`src/rtl/regtrace_ascii_tx.sv`:
```
// Register-writeback trace serializer: buffers (addr, data) events and emits each one
// as an ASCII line "nn=hhhh..\n", one byte per valid/ready handshake.
module regtrace_ascii_tx #(
    parameter int DATA_W     = 32,
    parameter int FIFO_DEPTH = 4,
    parameter int NAME_MODE  = 1
) (
    input  logic              clk,
    input  logic              resetn,
    input  logic              wb_en,
    input  logic [4:0]        wb_addr,
    input  logic [DATA_W-1:0] wb_data,
    output logic              tx_valid,
    output logic [7:0]        tx_byte,
    input  logic              tx_ready,
    output logic              fifo_full,
    output logic [15:0]       drop_cnt,
    output logic              busy
);

    localparam int NH = DATA_W / 4;
    localparam int AW = $clog2(FIFO_DEPTH);
    localparam int CW = $clog2(NH) + 1;

    typedef enum logic [2:0] {IDLE, LOAD, NAME, EQ, HEX, EOL} state_t;

    state_t            state, next_state;
    logic [4:0]        fa [FIFO_DEPTH];
    logic [DATA_W-1:0] fd [FIFO_DEPTH];
    logic [AW:0]       wp, rp;
    logic              empty, full, push, drop, pop, accept;
    logic [4:0]        line_addr;
    logic [DATA_W-1:0] hex_sr;
    logic [15:0]       name_r;
    logic [CW-1:0]     idx;

    function automatic logic [7:0] hex_char(input logic [3:0] v);
        return (v < 4'd10) ? 8'h30 + {4'h0, v} : 8'h57 + {4'h0, v};
    endfunction

    function automatic logic [15:0] name_of(input logic [4:0] a);
        logic [7:0] n;
        n = {3'b000, a};
        if (NAME_MODE == 0)  return {hex_char({3'b000, a[4]}), hex_char(a[3:0])};
        if (a == 5'd0)       return "zr";
        if (a == 5'd1)       return "at";
        if (a <= 5'd3)       return {"v", "0" + n - 8'd2};
        if (a <= 5'd7)       return {"a", "0" + n - 8'd4};
        if (a <= 5'd15)      return {"t", "0" + n - 8'd8};
        if (a <= 5'd23)      return {"s", "0" + n - 8'd16};
        if (a <= 5'd25)      return {"t", "0" + n - 8'd16};
        if (a <= 5'd27)      return {"k", "0" + n - 8'd26};
        if (a == 5'd28)      return "gp";
        if (a == 5'd29)      return "sp";
        if (a == 5'd30)      return "fp";
        return "ra";
    endfunction

    // Full is judged before any same-edge pop, so a push onto a full FIFO is always dropped.
    assign empty     = (wp == rp);
    assign full      = (wp[AW] != rp[AW]) && (wp[AW-1:0] == rp[AW-1:0]);
    assign push      = wb_en && (wb_addr != 5'd0) && !full;
    assign drop      = wb_en && (wb_addr != 5'd0) && full;
    assign fifo_full = full;
    assign busy      = (state != IDLE) || !empty;
    assign accept    = tx_valid && tx_ready;

    always_ff @(posedge clk) begin
        if (push) begin
            fa[wp[AW-1:0]] <= wb_addr;
            fd[wp[AW-1:0]] <= wb_data;
        end
    end

    always_ff @(posedge clk or negedge resetn) begin
        if (!resetn) begin
            state     <= IDLE;
            wp        <= '0;
            rp        <= '0;
            drop_cnt  <= '0;
            line_addr <= '0;
            hex_sr    <= '0;
            name_r    <= '0;
            idx       <= '0;
        end else begin
            state <= next_state;
            if (push) wp <= wp + 1'b1;
            if (drop && drop_cnt != 16'hffff) drop_cnt <= drop_cnt + 16'd1;
            if (pop) begin
                line_addr <= fa[rp[AW-1:0]];
                hex_sr    <= fd[rp[AW-1:0]];
                rp        <= rp + 1'b1;
            end
            if (state == LOAD) begin
                name_r <= name_of(line_addr);
                idx    <= '0;
            end
            if (accept && (state == NAME || state == HEX))
                idx <= (next_state != state) ? '0 : idx + 1'b1;
            if (accept && state == HEX)
                hex_sr <= {hex_sr[DATA_W-5:0], 4'h0};
        end
    end

    always_comb begin
        next_state = state;
        tx_valid   = 1'b0;
        tx_byte    = 8'h00;
        pop        = 1'b0;
        case (state)
            IDLE: if (!empty) begin
                pop        = 1'b1;
                next_state = LOAD;
            end
            LOAD: next_state = NAME;
            NAME: begin
                tx_valid = 1'b1;
                tx_byte  = (idx == '0) ? name_r[15:8] : name_r[7:0];
                if (tx_ready && idx == CW'(1)) next_state = EQ;
            end
            EQ: begin
                tx_valid = 1'b1;
                tx_byte  = "=";
                if (tx_ready) next_state = HEX;
            end
            HEX: begin
                tx_valid = 1'b1;
                tx_byte  = hex_char(hex_sr[DATA_W-1 -: 4]);
                if (tx_ready && idx == CW'(NH - 1)) next_state = EOL;
            end
            EOL: begin
                tx_valid = 1'b1;
                tx_byte  = 8'h0a;
                if (tx_ready) next_state = IDLE;
            end
            default: next_state = IDLE;
        endcase
    end

endmodule
```
`config.mk`:
```
export PLATFORM = sky130hd
export DESIGN_NAME = regtrace_ascii_tx
export DESIGN_NICKNAME = d
export VERILOG_FILES = /design/src/rtl/regtrace_ascii_tx.sv
export SDC_FILE = /design/constraint.sdc
export NUM_CORES = 1
export LEC_CHECK = 0
export ABC_AREA = 1
export CORE_ASPECT_RATIO = 0.5
export CORE_MARGIN = 2
export CORE_UTILIZATION = 40
export CTS_CLUSTER_DIAMETER = 60
export CTS_CLUSTER_SIZE = 25
export DETAILED_ROUTE_END_ITERATION = 12
export GPL_ROUTABILITY_DRIVEN = 1
export MAX_ROUTING_LAYER = met4
export PLACE_DENSITY_LB_ADDON = 0.12
export SYNTH_ARGS = -nofsm -noshare
export SYNTH_HDL_FRONTEND = slang
export SYNTH_SLANG_ARGS = --single-unit
export TNS_END_PERCENT = 30
```
`constraint.sdc`:
```
create_clock -name clk -period 3.6 [get_ports clk]
set_input_delay 0.36 -clock clk [delete_from_list [all_inputs] [get_ports clk]]
set_output_delay 0.36 -clock clk [all_outputs]
set_load 0.02 [all_outputs]
```
# ---- After elaboration in Yosys (flattened, before gate mapping)
# Memory sizes are Yosys's and may differ from the RTL's. A register that Yosys moved wholly into a read port is not among the register bits.
# Index checks and enable logic that the tools add are counted.
dict set report word_totals {
  out_inout_bits 27
  in_bits 41
  wordCells 204
  regBits 77
  ramBits 148
  n_memories 2
}
dict set report op_classes {
  muxes 137
  n_addsub 12
  n_eq_ne 16
  order_cmp 7
  reduce_logical 23
}
# name words word_bits read_ports rd_clocked_by_memory_dff write_ports line_no
set memory_table {}
lappend memory_table {fd 4 32 1 0 1 29} ;# logic [DATA_W-1:0] fd [FIFO_DEPTH];
lappend memory_table {fa 4 5 1 1 1 28} ;# logic [4:0] fa [FIFO_DEPTH];
# cell count
set op_table {}
lappend op_table {{$mux W16} 41}
lappend op_table {{$mux W1} 82}
lappend op_table {{$mux W32} 2}
lappend op_table {{$pmux W8 S4} 1}
lappend op_table {{$pmux W3 S6} 1}
lappend op_table {{$add A16 B1 Y16 const B} 1}
lappend op_table {{$mux W8} 2}
lappend op_table {{$ne A16 B16 Y1 const B} 1}
lappend op_table {{$eq A5 B5 Y1 const B} 3}
lappend op_table {{$le A5 B5 Y1 const B} 3}
lappend op_table {{$mux W3} 5}
lappend op_table {{$mux W4} 3}
lappend op_table {{$logic_and A1 B1 Y1} 10}
lappend op_table {{$add A7 B4 Y8 const A} 1}
lappend op_table {{$sub A7 B5 Y8 const B} 1}
lappend op_table {{$sub A8 B2 Y8 const B} 1}
lappend op_table {{$sub A8 B3 Y8 const B} 1}
lappend op_table {{$sub A8 B4 Y8 const B} 1}
lappend op_table {{$sub A8 B5 Y8 const B} 1}
lappend op_table {{$add A6 B4 Y7 const A} 1}
lappend op_table {{$add A6 B5 Y7 const A} 1}
lappend op_table {{$add A3 B1 Y3 const B} 2}
lappend op_table {{$eq A3 B2 Y1 const B} 2}
lappend op_table {{$eq A3 B3 Y1 const B} 2}
lappend op_table {{other kinds (22)} 26}

# ---- Logic depth before layout (Yosys ltp)
# Gate-level depths: netlist of the first run.
dict set report depth {
  word_depth 79
  depth_mapped 15
  depth_no_buf 14
}

# ---- Least setup slack after synthesis of the first run
# OpenSTA, ideal clock, no wires.
dict set report synth_timing {
  path_type {reg2reg}
  start {register wp[2]}
  end {memory fa[3][0], enable pin}
  synth_period_minus_slack_ps 3049
  path_buffers 0
  t_required_ps 3166
  path_slack_ps 551
  stages_incl_launch_ff 5
  arrival_ps 2615
  setup_time_ps 434
  path_cell_list {dfrtp_1 -> xnor2_1 -> or2_4 -> nand3_1 -> nor2_1}
}
dict set report synth_via {
  elab_chain_len 6
}
# item line_no
set synth_lines {}
lappend synth_lines {{start, declared} 30} ;# logic [AW:0] wp, rp;
lappend synth_lines {{start signal, assigned} 87} ;# if (push) wp <= wp + 1'b1;
lappend synth_lines {{$ne A1 B1 Y1} 61} ;# assign full = (wp[AW] != rp[AW]) && (wp[AW-1:0] == rp[AW-1:0]);
lappend synth_lines {{$logic_and A1 B1 Y1} 61}
lappend synth_lines {{$logic_not A1 Y1} 62} ;# assign push = wb_en && (wb_addr != 5'd0) && !full;
lappend synth_lines {{$logic_and A1 B1 Y1} 62}
lappend synth_lines {{$mux W1} 69} ;# if (push) begin
lappend synth_lines {{$mux W1 (not written as such)} 70} ;# fa[wp[AW-1:0]] <= wb_addr;
lappend synth_lines {{end, declared} 28}
# Every way passes these cells.

# ---- Worst setup path after layout of the first run
dict set report layout_timing {
  start {register idx[0]}
  end {output tx_byte[2]}
}
dict set report layout_via {
  elab_chain_len 3
}
# item line_no
set layout_lines {}
lappend layout_lines {{start, declared} 35} ;# logic [CW-1:0] idx;
lappend layout_lines {{start signal, assigned} 99} ;# idx <= (next_state != state) ? '0 : idx + 1'b1;
lappend layout_lines {{$logic_not A4 Y1} 118} ;# tx_byte = (idx == '0) ? name_r[15:8] : name_r[7:0];
lappend layout_lines {{$mux W8} 118}
lappend layout_lines {{$pmux W8 S4} 110} ;# case (state)
lappend layout_lines {{end, declared} 14} ;# output logic [7:0] tx_byte,
# Every way passes these cells.

==> flow_results.xml, run 1 <==
<?xml version="1.0" encoding="UTF-8"?>
<metrics>
  <group name="cts">
    <metric name="cts-root-buf" unit="">clkbuf_16</metric>
    <metric name="cts.path.max_buffers" unit="">3</metric>
    <metric name="worst_setup_hold_path_clk_slew" unit="ns">0.10</metric>
    <metric name="postCtsSetupBuffers" unit="">0</metric>
    <metric name="cts_tree" unit="">done</metric>
    <metric name="cts.sinks" unit="">227</metric>
    <metric name="clk_latency" unit="ns">0.51</metric>
    <metric name="cts_htree_levels" unit="">1</metric>
    <metric name="tritoncts_buffers" unit="">14</metric>
    <metric name="cts_hold_buf" unit="">1</metric>
    <metric name="ctsResizeCount" unit="">0</metric>
  </group>
  <group name="setup_path">
    <metric name="setup.worst_path.class" unit="">flip-flop to output port</metric>
    <metric name="setup.worst_path.end_class" unit="">output port</metric>
    <metric name="worstPathArrival" unit="ns">2.55</metric>
    <metric name="cp-start-kind" unit="">flip-flop</metric>
    <metric name="worst-endpoint-required" unit="ns">3.24</metric>
    <metric name="cp-startpoint" unit="">idx[0]$_DFFE_PN0P_</metric>
    <metric name="worst-path-max-fanout" unit="">8</metric>
    <metric name="worst_reg2reg_path_length_in_cells" unit="">11</metric>
    <metric name="r2r-start" unit="">line_addr[4]$_DFFE_PN0P_</metric>
  </group>
  <group name="synth">
    <metric name="ys_seq_elements" unit="">227</metric>
    <metric name="synth_area" unit="um^2">10400</metric>
    <metric name="yosys-top-cells-count" unit="">nand2_1 (162), edfxtp_1 (148), nor2_1 (129), o21ai_0 (114), inv_1 (86)</metric>
    <metric name="netlist.top_cell.by_area" unit="">edfxtp_1</metric>
    <metric name="syn_avg_cell_area" unit="um^2">10.3</metric>
    <metric name="synth_top_flop_cell" unit="">edfxtp_1</metric>
    <metric name="yosys.cell_types.count" unit="">40</metric>
    <metric name="netlist_top_cells_area" unit="">edfxtp_1 (43%), dfrtp_1 (19%), nand2_1 (5.8%)</metric>
    <metric name="synthMostInstantiatedCell" unit="">nand2_1</metric>
    <metric name="ys_warn_count" unit="">0</metric>
    <metric name="synth_largest_type_area_fraction" unit="%">42.6</metric>
    <metric name="synth-seq-area-share" unit="%">61.6</metric>
    <metric name="mappedNetlistNets" unit="">1080</metric>
    <metric name="syn-instance-count" unit="">1011</metric>
    <metric name="synth_enable_flop_cells" unit="">148</metric>
    <metric name="synthArstFlopShare" unit="%">34.8</metric>
  </group>
  <group name="pwr">
    <metric name="leakagePower" unit="nW">4.62</metric>
    <metric name="irDropWorstVdd" unit="mV">0.544</metric>
    <metric name="power-per-cell-area" unit="nW/um^2">849</metric>
  </group>
  <group name="global_route">
    <metric name="grt_first_pass_wirelength" unit="um">39200</metric>
    <metric name="grt_start_max_net_pins" unit="">76</metric>
    <metric name="grt-ovfl-total" unit="">0</metric>
    <metric name="grt_use_total" unit="%">18.6</metric>
    <metric name="antenna_found_initial" unit="">0</metric>
    <metric name="number_of_global_route_vias_before_repair" unit="">7169</metric>
  </group>
  <group name="placement">
    <metric name="io_buffers" unit="">66</metric>
    <metric name="gp_congestion" unit="">0.858</metric>
    <metric name="hpwl" unit="um">15700</metric>
    <metric name="place_ws" unit="ns">0.892</metric>
  </group>
  <group name="sta">
    <metric name="setup_repair_after_global_routing_missed_its_margin" unit="">false</metric>
    <metric name="max_clock_freq" unit="MHz">344</metric>
    <metric name="finalCritPeriodShare" unit="%">80.9</metric>
    <metric name="worst_clock_skew" unit="ns">0.0413</metric>
    <metric name="final_period_minus_worst_setup_slack" unit="ns">2.91</metric>
    <metric name="final_hold_viol_count" unit="">0</metric>
    <metric name="slew_viol_final" unit="">0</metric>
    <metric name="worstMarginPinSlew" unit="ns">1.01</metric>
    <metric name="setup_violations" unit="">0</metric>
    <metric name="timing.max_slew.rel_slack" unit="%">32.4</metric>
    <metric name="postLayoutSetupSlackWorst" unit="ns">0.689</metric>
    <metric name="fin_worst_hold_slack" unit="ns">0.315</metric>
    <metric name="totalNegativeSetupSlack" unit="ns">0</metric>
  </group>
  <group name="drt">
    <metric name="vias_per_cell" unit="">5.16</metric>
    <metric name="drt-pass1-iter-count" unit="">4</metric>
    <metric name="routed-via-count" unit="">7305</metric>
    <metric name="antenna_violating_nets_post_route" unit="">0</metric>
    <metric name="initialDrtViolationCount" unit="">559</metric>
    <metric name="remaining_drc_errors" unit="">0</metric>
    <metric name="post_detailed_route_wirelength_per_cell" unit="um">16.9</metric>
    <metric name="routed_wirelength" unit="um">23900</metric>
  </group>
  <group name="final_layout">
    <metric name="design.final.nets" unit="">1134</metric>
    <metric name="sequential_cell_area" unit="um^2">6420</metric>
    <metric name="flow.area_growth_from_synthesis" unit="%">14.6</metric>
    <metric name="final_layout_size_suffix_gt1_share" unit="%">6.62</metric>
    <metric name="count_of_filler_cells_inserted_in_the_layout" unit="">2362</metric>
    <metric name="multiInputGateArea" unit="um^2">3480</metric>
    <metric name="insertedDiodeCount" unit="">0</metric>
  </group>
  <group name="floorplan">
    <metric name="dieWidth" unit="um">232</metric>
    <metric name="initial_core_util" unit="%">41.1</metric>
    <metric name="core_area" unit="um^2">25400</metric>
    <metric name="floorplan.die.height" unit="um">118</metric>
    <metric name="floorplan.die_area" unit="um^2">27500</metric>
    <metric name="number_of_standard_cell_rows_in_the_floorplan" unit="">41</metric>
    <metric name="pin_count" unit="">68</metric>
  </group>
  <group name="hold_path">
    <metric name="holdCritPathClass" unit="">input pin to async pin</metric>
  </group>
  <group name="flow_run">
    <metric name="maxCapViolCount" unit="">0</metric>
  </group>
  <group name="run_status">
    <metric name="outcome" unit="">finished, final reports clean</metric>
  </group>
</metrics>
==> flip-flops by register name, indices dropped and copies added, names as in the netlist <==
name / count
idx: 4
wp: 3
rp: 3
drop_cnt: 16
name_r: 13
hex_sr: 32
line_addr: 5
fd: 128
state: 3
fa: 20
==> area by class of cell <==
class | count | share of cell area, %
multi-input cells | 649 | 29.1
clock buffers | 19 | 3.44
flip-flops and latches | 227 | 53.7
clock inverters | 5 | 0.440
well taps | 344 | 3.60
inverters | 91 | 2.88
repair buffers | 82 | 6.74
==> logic make-up after synthesis <==
kind of cell | after synthesis | synth area share [%]
and+or+nand+nor | 378 | 15.3
DFF | 227 | 61.6
AOI/OAI and AO/OA | 214 | 12.0
buffers and inverters | 135 | 5.29
xor gates and xnor gates | 28 | 2.42
adders and majority gates | 28 | 3.36
other | 1 | 0.0360
==> cells in the final DEF (no fill, tap or decap), types with 3 or more instances in the layout <==
cell and count:
ha_1 28, o21ai_0 114, xor2_1 19, o221a_2 3
o211ai_1 14, nor2_1 125, nor3_1 9, dfrtp_1 78
o22ai_1 34, or2_2 3, nand4_1 9, nand2_1 162
a31oi_1 6, clkdlybuf4s50_1 65, edfxtp_1 148, clkbuf_1 3
o221ai_1 11, xnor2_1 8, a21oi_1 21, nor2_4 8
nand3_1 49, inv_2 5, o22a_1 3, clkbuf_16 16
nand2_2 6, o21ai_1 4, buf_4 14, nor2_2 3
inv_1 85
==> path summary, 6_finish.rpt <==
kind	to	slack, ns
worst max-delay path	tx_byte[2]	0.69
worst min-delay path	idx[0]$_DFFE_PN0P_	0.31
worst max register to register	name_r[1]$_DFFE_PN0P_	1.15
worst min register to register	name_r[13]$_DFFE_PN0P_	0.49
max in group asynchronous	wp[0]$_DFFE_PN0P_	2.45
min in group clk	fd[2][30]$_DFFE_PP_	0.49
==> stage by stage <==
stage | instances | cell area, um^2 | util [%] | total power [mW]
2_1_floorplan | 1011 | 10400 | - | 7.01
3_3_place_gp | 1392 | 11500 | 45.2 | 8.45
3_5_place_dp | 1392 | 11500 | 45.2 | 8.52
4_1_cts | 1417 | 12000 | 47.1 | 10.3
5_1_grt | 1417 | 12000 | 47.1 | 11.0
6_report | 1417 | 12000 | 47.1 | 10.2
==> critical path, cell delays in order, from the launching register on <==
cell and delay [ns]:
dfrtp_1 0.43, inv_1 0.09, ha_1 0.20, nand2_1 0.16, inv_1 0.15, nand2_1 0.09, o211ai_1 0.10, o311ai_0 0.14
clkdlybuf4s50_1 0.68
==> routing by layer <==
| layer | vias up | GRT usage, % | wire (um) |
|---|---|---|---|
| met5 | - | - | 0 |
| met4 | 0 | 3.89 | 385 |
| met3 | 30 | 2.99 | 960 |
| met2 | 136 | 28.5 | 10900 |
| met1 | 3561 | 26.1 | 11700 |
| li1 | 3578 | - | - |
==> power by group <==
part	leakage, nW	total (mW)	internal (mW)	switching, mW
sequential	2.32	3.97	3.58	0.396
clock	0.228	1.74	0.839	0.905
combinational	2.07	4.43	1.49	2.94
total	4.62	10.2	5.90	4.25
No activity file was read; power rests on OpenSTA's default activity.
==> inputs of run 2 (changes only) <==
==> constraint.sdc (replaced) <==
create_clock -name clk -period 2.6 [get_ports clk]
set_input_delay 0.26 -clock clk [delete_from_list [all_inputs] [get_ports clk]]
set_output_delay 0.26 -clock clk [all_outputs]
set_load 0.02 [all_outputs]
==> flow_results.xml, run 2 (synthesis results as in run 1) <==
<?xml version="1.0" encoding="UTF-8"?>
<metrics>
  <group name="run_status">
    <metric name="outcome" unit="">finished, final reports clean</metric>
  </group>
  <group name="final_layout">
    <metric name="final_layout_size_suffix_gt1_share" unit="%">7.41</metric>
    <metric name="largest_register_ff_count" unit="">128</metric>
    <metric name="flow.area_growth_from_synthesis" unit="%">15.3</metric>
    <metric name="count_of_filler_cells_inserted_in_the_layout" unit="">2372</metric>
    <metric name="final_common_cell" unit="">nand2_1</metric>
    <metric name="insertedDiodeCount" unit="">0</metric>
    <metric name="utilization" unit="%">47.3</metric>
    <metric name="top_library_cells_by_usage_in_the_layout_fill_and_taps_aside" unit="">nand2_1 (161), edfxtp_1 (148), nor2_1 (124), o21ai_0 (114), inv_1 (84)</metric>
    <metric name="design.final.nets" unit="">1142</metric>
  </group>
  <group name="sta">
    <metric name="fin_worst_hold_slack" unit="ns">0.297</metric>
    <metric name="slew_viol_final" unit="">0</metric>
    <metric name="worst_clock_skew" unit="ns">0.0143</metric>
    <metric name="final_hold_viol_count" unit="">0</metric>
    <metric name="setup_repair_after_global_routing_missed_its_margin" unit="">false</metric>
    <metric name="timing.max_slew.rel_slack" unit="%">46.5</metric>
    <metric name="max_clock_freq" unit="MHz">410</metric>
    <metric name="totalNegativeSetupSlack" unit="ns">0</metric>
    <metric name="worstMarginPinSlew" unit="ns">0.803</metric>
    <metric name="setup_violations" unit="">0</metric>
    <metric name="final_period_minus_worst_setup_slack" unit="ns">2.44</metric>
    <metric name="finalCritPeriodShare" unit="%">93.7</metric>
  </group>
  <group name="cts">
    <metric name="cts-root-buf" unit="">clkbuf_16</metric>
    <metric name="cts.path.max_buffers" unit="">3</metric>
    <metric name="cts_tree" unit="">done</metric>
    <metric name="worst_setup_hold_path_clk_slew" unit="ns">0.10</metric>
    <metric name="cts.sinks" unit="">227</metric>
    <metric name="clk_latency" unit="ns">0.49</metric>
    <metric name="cts_htree_levels" unit="">1</metric>
    <metric name="tritoncts_buffers" unit="">13</metric>
  </group>
  <group name="setup_path">
    <metric name="cp_cell_sequence" unit="">inv_1 &gt; ha_1 &gt; nand2_1 &gt; xor2_1 &gt; o311ai_0 &gt; dlygate4sd2_1</metric>
    <metric name="cp-start-kind" unit="">flip-flop</metric>
    <metric name="setup.worst_path.class" unit="">flip-flop to output port</metric>
    <metric name="worstPathArrival" unit="ns">2.18</metric>
    <metric name="worst_path_largest_cell_delay" unit="ns">0.42</metric>
    <metric name="worst-endpoint-required" unit="ns">2.34</metric>
    <metric name="crit_slowest_cell" unit="">dfrtp_1</metric>
    <metric name="setup.worst_path.end_class" unit="">output port</metric>
    <metric name="worst-path-max-fanout" unit="">3</metric>
  </group>
  <group name="drt">
    <metric name="routed_wirelength" unit="um">23900</metric>
    <metric name="drt-pass1-iter-count" unit="">5</metric>
    <metric name="post_detailed_route_wirelength_per_cell" unit="um">16.8</metric>
    <metric name="vias_per_cell" unit="">5.12</metric>
    <metric name="antenna_violating_nets_post_route" unit="">0</metric>
    <metric name="initialDrtViolationCount" unit="">465</metric>
    <metric name="remaining_drc_errors" unit="">0</metric>
    <metric name="routed-via-count" unit="">7287</metric>
  </group>
  <group name="pwr">
    <metric name="power-per-cell-area" unit="nW/um^2">1160</metric>
    <metric name="irDropWorstVdd" unit="mV">0.540</metric>
    <metric name="leakagePower" unit="nW">4.68</metric>
  </group>
  <group name="floorplan">
    <metric name="floorplan.die.height" unit="um">118</metric>
    <metric name="core_area" unit="um^2">25400</metric>
    <metric name="pin_count" unit="">68</metric>
    <metric name="initial_core_util" unit="%">41.1</metric>
    <metric name="dieWidth" unit="um">232</metric>
    <metric name="number_of_standard_cell_rows_in_the_floorplan" unit="">41</metric>
    <metric name="floorplan.die_area" unit="um^2">27500</metric>
  </group>
  <group name="placement">
    <metric name="io_buffers" unit="">66</metric>
    <metric name="hpwl" unit="um">15900</metric>
    <metric name="gp_congestion" unit="">0.858</metric>
  </group>
  <group name="global_route">
    <metric name="antenna_found_initial" unit="">0</metric>
    <metric name="grt_use_total" unit="%">18.5</metric>
    <metric name="grt_start_max_net_pins" unit="">76</metric>
    <metric name="grt_first_pass_wirelength" unit="um">39100</metric>
    <metric name="grt-ovfl-total" unit="">0</metric>
    <metric name="number_of_global_route_vias_before_repair" unit="">7239</metric>
  </group>
  <group name="hold_path">
    <metric name="holdCritPathClass" unit="">input pin to async pin</metric>
  </group>
  <group name="flow_run">
    <metric name="maxCapViolCount" unit="">0</metric>
  </group>
</metrics>
[run 2: area by class of cell]
| type | count | area (um^2) | share of cell area, % |
|---|---|---|---|
| clock buffers | 18 | 354 | 2.95 |
| multi-input cells | 649 | 3490 | 29.0 |
| inverters | 91 | 344 | 2.86 |
| well taps | 344 | 430 | 3.58 |
| flip-flops and latches | 227 | 6420 | 53.4 |
| clock inverters | 4 | 35.0 | 0.292 |
| repair buffers | 91 | 943 | 7.85 |
[run 2: final timing paths]
path	start	depth (start not counted)	slack [ns]	to
max in group asynchronous	resetn	3	1.69	drop_cnt[3]$_DFFE_PN0P_
setup reg to reg	wp[2]$_DFFE_PN0P_	6	0.35	fd[3][17]$_DFFE_PP_
min in group clk	wb_data[29]	1	0.39	fd[2][29]$_DFFE_PP_
hold / removal	resetn	2	0.30	line_addr[2]$_DFFE_PN0P_
setup / recovery	hex_sr[28]$_DFFE_PN0P_	6	0.16	tx_byte[2]
hold reg to reg	name_r[13]$_DFFE_PN0P_	1	0.48	name_r[13]$_DFFE_PN0P_
[run 2: per-layer routing]
| metal | global-route usage [%] | up-vias | routed length, um |
|---|---|---|---|
| met5 | - | - | 0 |
| met3 | 2.82 | 17 | 800 |
| met2 | 30.0 | 94 | 11500 |
| met4 | 2.40 | 0 | 221 |
| li1 | - | 3589 | - |
| met1 | 25.4 | 3587 | 11400 |
[run 2: critical path: cells and delay by family, from the launching register on]
kind	cells	cell delay (ns)
AOI/OAI and AO/OA	1	0.41
and+or+nand+nor	1	0.07
buffers and inverters	2	0.48
adders and majority gates	1	0.17
DFF	1	0.42
xor gates and xnor gates	1	0.15
[run 2: through the flow]
step	area [um^2]	setup WS (ns)	power, mW	cells
floorplan	10400	-0.412	9.71	1011
global placement	11600	0.180	11.9	1400
detailed placement	11600	0.162	12.0	1400
CTS	12000	-0.163	14.1	1423
global route	12000	0.00546	15.1	1424
finish	12000	0.164	13.9	1424
[run 2: where the power goes]
group | switching (mW) | total (mW) | internal, mW
clock network | 1.17 | 2.16 | 0.989
logic | 4.13 | 6.30 | 2.17
registers | 0.523 | 5.48 | 4.95
[run 2: repair_timing]
action | in CTS | in global routing
endpoints found under the hold margin | 37 | 0
gates resized for setup | 7 | 3
buffers inserted | 0 | 1
hold buffers | 1 | 0
gates cloned | 0 | 0
endpoints found under the setup margin | 7 | 7
==> inputs of run 3 (changes only) <==
--- a/config.mk
+++ b/config.mk
@@ -8,13 +8,14 @@
 export ABC_AREA = 1
 export CORE_ASPECT_RATIO = 0.5
 export CORE_MARGIN = 2
-export CORE_UTILIZATION = 40
+export CORE_UTILIZATION = 54
 export CTS_CLUSTER_DIAMETER = 60
 export CTS_CLUSTER_SIZE = 25
 export DETAILED_ROUTE_END_ITERATION = 12
 export GPL_ROUTABILITY_DRIVEN = 1
 export MAX_ROUTING_LAYER = met4
 export PLACE_DENSITY_LB_ADDON = 0.12
+export SETUP_SLACK_MARGIN = 0.3
 export SYNTH_ARGS = -nofsm -noshare
 export SYNTH_HDL_FRONTEND = slang
 export SYNTH_SLANG_ARGS = --single-unit
==> flow_results.xml, run 3 (synthesis results as in run 1) <==
<?xml version="1.0" encoding="UTF-8"?>
<metrics>
  <group name="global_route">
    <metric name="use_met1" unit="%">33.3</metric>
    <metric name="number_of_global_route_vias_before_repair" unit="">7313</metric>
    <metric name="grt-ovfl-total" unit="">0</metric>
    <metric name="globalRouteMet3Util" unit="%">2.93</metric>
    <metric name="grt_start_max_net_pins" unit="">77</metric>
    <metric name="gr_busiest_metal" unit="">met2</metric>
    <metric name="gr-usage-met2" unit="%">39.0</metric>
    <metric name="antenna_found_initial" unit="">0</metric>
    <metric name="grt_use_total" unit="%">23.9</metric>
    <metric name="grt_first_pass_wirelength" unit="um">37700</metric>
  </group>
  <group name="drt">
    <metric name="remaining_drc_errors" unit="">0</metric>
    <metric name="drt-pass1-iter-count" unit="">5</metric>
    <metric name="post_detailed_route_wirelength_per_cell" unit="um">17.7</metric>
    <metric name="routed_wirelength" unit="um">24400</metric>
    <metric name="vias_per_cell" unit="">5.61</metric>
    <metric name="initialDrtViolationCount" unit="">581</metric>
    <metric name="routed-via-count" unit="">7702</metric>
    <metric name="antenna_violating_nets_post_route" unit="">0</metric>
  </group>
  <group name="floorplan">
    <metric name="dieWidth" unit="um">201</metric>
    <metric name="floorplan.die_area" unit="um^2">20500</metric>
    <metric name="number_of_standard_cell_rows_in_the_floorplan" unit="">35</metric>
    <metric name="pin_count" unit="">68</metric>
    <metric name="floorplan.die.height" unit="um">102</metric>
    <metric name="initial_core_util" unit="%">55.9</metric>
    <metric name="core_area" unit="um^2">18700</metric>
  </group>
  <group name="run_status">
    <metric name="outcome" unit="">finished, final reports clean</metric>
  </group>
  <group name="pwr">
    <metric name="relative_contribution_of_sequential_cells_to_total_power" unit="%">38.4</metric>
    <metric name="irDropWorstVdd" unit="mV">0.559</metric>
    <metric name="leakagePower" unit="nW">4.84</metric>
    <metric name="power_frac_comb" unit="%">47.2</metric>
    <metric name="clock_power_share" unit="%">14.5</metric>
    <metric name="internal_power" unit="mW">8.31</metric>
    <metric name="switching_share" unit="%">41.9</metric>
    <metric name="netSwitchingPower" unit="mW">5.99</metric>
    <metric name="power-per-cell-area" unit="nW/um^2">1170</metric>
    <metric name="power.total" unit="mW">14.3</metric>
  </group>
  <group name="final_layout">
    <metric name="final_layout_size_suffix_gt1_share" unit="%">11.2</metric>
    <metric name="design.final.nets" unit="">1177</metric>
    <metric name="top_library_cells_by_usage_in_the_layout_fill_and_taps_aside" unit="">nand2_1 (161), edfxtp_1 (148), nor2_1 (123), o21ai_0 (111), inv_1 (83)</metric>
    <metric name="layoutNonFillerInstCount" unit="">1374</metric>
    <metric name="insertedDiodeCount" unit="">0</metric>
    <metric name="flow.area_growth_from_synthesis" unit="%">16.7</metric>
    <metric name="final_common_cell" unit="">nand2_1</metric>
    <metric name="layout.cell_area.non_filler" unit="um^2">12200</metric>
    <metric name="largest_register_ff_count" unit="">128</metric>
  </group>
  <group name="sta">
    <metric name="slew_viol_final" unit="">0</metric>
    <metric name="setup_repair_after_global_routing_missed_its_margin" unit="">true</metric>
    <metric name="finalCritPeriodShare" unit="%">88.6</metric>
    <metric name="worst_clock_skew" unit="ns">0.0286</metric>
    <metric name="totalNegativeSetupSlack" unit="ns">0</metric>
    <metric name="worstMarginPinSlew" unit="ns">0.934</metric>
    <metric name="final_hold_viol_count" unit="">0</metric>
    <metric name="setup_violations" unit="">0</metric>
    <metric name="max_clock_freq" unit="MHz">434</metric>
    <metric name="final_period_minus_worst_setup_slack" unit="ns">2.30</metric>
    <metric name="timing.max_slew.rel_slack" unit="%">37.7</metric>
  </group>
  <group name="setup_path">
    <metric name="cp-startpoint" unit="">hex_sr[31]$_DFFE_PN0P_</metric>
    <metric name="setup.worst_path.class" unit="">flip-flop to output port</metric>
    <metric name="setup.worst_path.end_class" unit="">output port</metric>
    <metric name="worst-endpoint-required" unit="ns">2.34</metric>
    <metric name="r2r-start" unit="">rp[0]$_DFFE_PN0P_</metric>
    <metric name="cp-start-kind" unit="">flip-flop</metric>
    <metric name="worstPathArrival" unit="ns">2.04</metric>
    <metric name="worst-path-max-fanout" unit="">4</metric>
  </group>
  <group name="cts">
    <metric name="tritoncts_buffers" unit="">13</metric>
    <metric name="worst_setup_hold_path_clk_slew" unit="ns">0.09</metric>
    <metric name="clk_latency" unit="ns">0.48</metric>
    <metric name="cts.path.max_buffers" unit="">3</metric>
    <metric name="cts.sinks" unit="">227</metric>
    <metric name="cts_htree_levels" unit="">1</metric>
    <metric name="cts_tree" unit="">done</metric>
    <metric name="cts-root-buf" unit="">clkbuf_16</metric>
  </group>
  <group name="hold_path">
    <metric name="holdCritPathClass" unit="">input pin to async pin</metric>
  </group>
  <group name="placement">
    <metric name="dpl_cell_area" unit="um^2">11500</metric>
    <metric name="gp_congestion" unit="">0.880</metric>
    <metric name="place.detailed.instances" unit="">1323</metric>
    <metric name="hpwl" unit="um">15500</metric>
    <metric name="io_buffers" unit="">66</metric>
  </group>
  <group name="flow_run">
    <metric name="maxCapViolCount" unit="">0</metric>
  </group>
</metrics>
## run 3: final cells by class
class                   count  area [um^2]
repair buffers            122         1170
inverters                  91          344
multi-input cells         653         3530
flip-flops and latches    227         6420
well taps                 259          324
clock buffers              19          348
clock inverters             3         22.5
fillers                  1534         6490
## run 3: worst max-delay path, stage by stage, from the launching register on
cell and delay (ns):
dfrtp_1 0.37, buf_4 0.15, inv_1 0.05, nor2_1 0.20, inv_1 0.13, nand2_1 0.09
nand3_1 0.11, o211ai_1 0.16, clkdlybuf4s15_2 0.31
## run 3: per-layer routing
metal | share of wire, % | routed length, um | up-vias
met4 | 0.83 | 202 | 0
li1 | - | - | 3672
met2 | 46 | 11300 | 222
met5 | 0 | 0 | -
met1 | 46 | 11200 | 3785
met3 | 6.9 | 1690 | 23
## run 3: through the flow
| stage | setup slack, ns | util (%) | hold WS [ns] |
|---|---|---|---|
| 6_report | 0.297 | 65.2 | 0.373 |
| 5_1_grt | 0.159 | 65.2 | 0.399 |
| 4_1_cts | 0.0989 | 63.8 | 0.394 |
| 3_5_place_dp | -0.131 | 61.7 | 0.334 |
| 3_3_place_gp | -0.0617 | 61.7 | 0.336 |
| 2_1_floorplan | 0.121 | - | -0.0356 |
## run 3: worst paths after layout
| path | end | slack [ns] | cells after the start |
|---|---|---|---|
| min in group clk | fd[3][17]$_DFFE_PP_ | 0.40 | 1 |
| min reg2reg | name_r[13]$_DFFE_PN0P_ | 0.49 | 1 |
| max reg2reg | hex_sr[29]$_DFFE_PN0P_ | 0.30 | 7 |
| max | tx_byte[0] | 0.30 | 8 |
| max in group asynchronous | drop_cnt[7]$_DFFE_PN0P_ | 1.57 | 3 |
| min | hex_sr[6]$_DFFE_PN0P_ | 0.37 | 2 |
## run 3: power by group through the flow
| stage | Combinational [mW] | Clock [mW] | Sequential (mW) |
|---|---|---|---|
| after floorplan | 4.24 | 0 | 5.47 |
| after global placement | 6.17 | 0 | 5.52 |
| after detailed placement | 6.36 | 0 | 5.55 |
| after CTS | 6.39 | 2.11 | 5.47 |
| after global routing | 7.51 | 2.23 | 5.60 |
| final | 6.74 | 2.07 | 5.49 |
## run 3: timing repair
item,in CTS,in global routing
resized for setup,30,7
endpoints found under the hold margin,47,0
hold buffers,1,0
endpoints found under the setup margin,66,168
gates cloned,0,4
buffers inserted,1,23
pin swaps,0,4
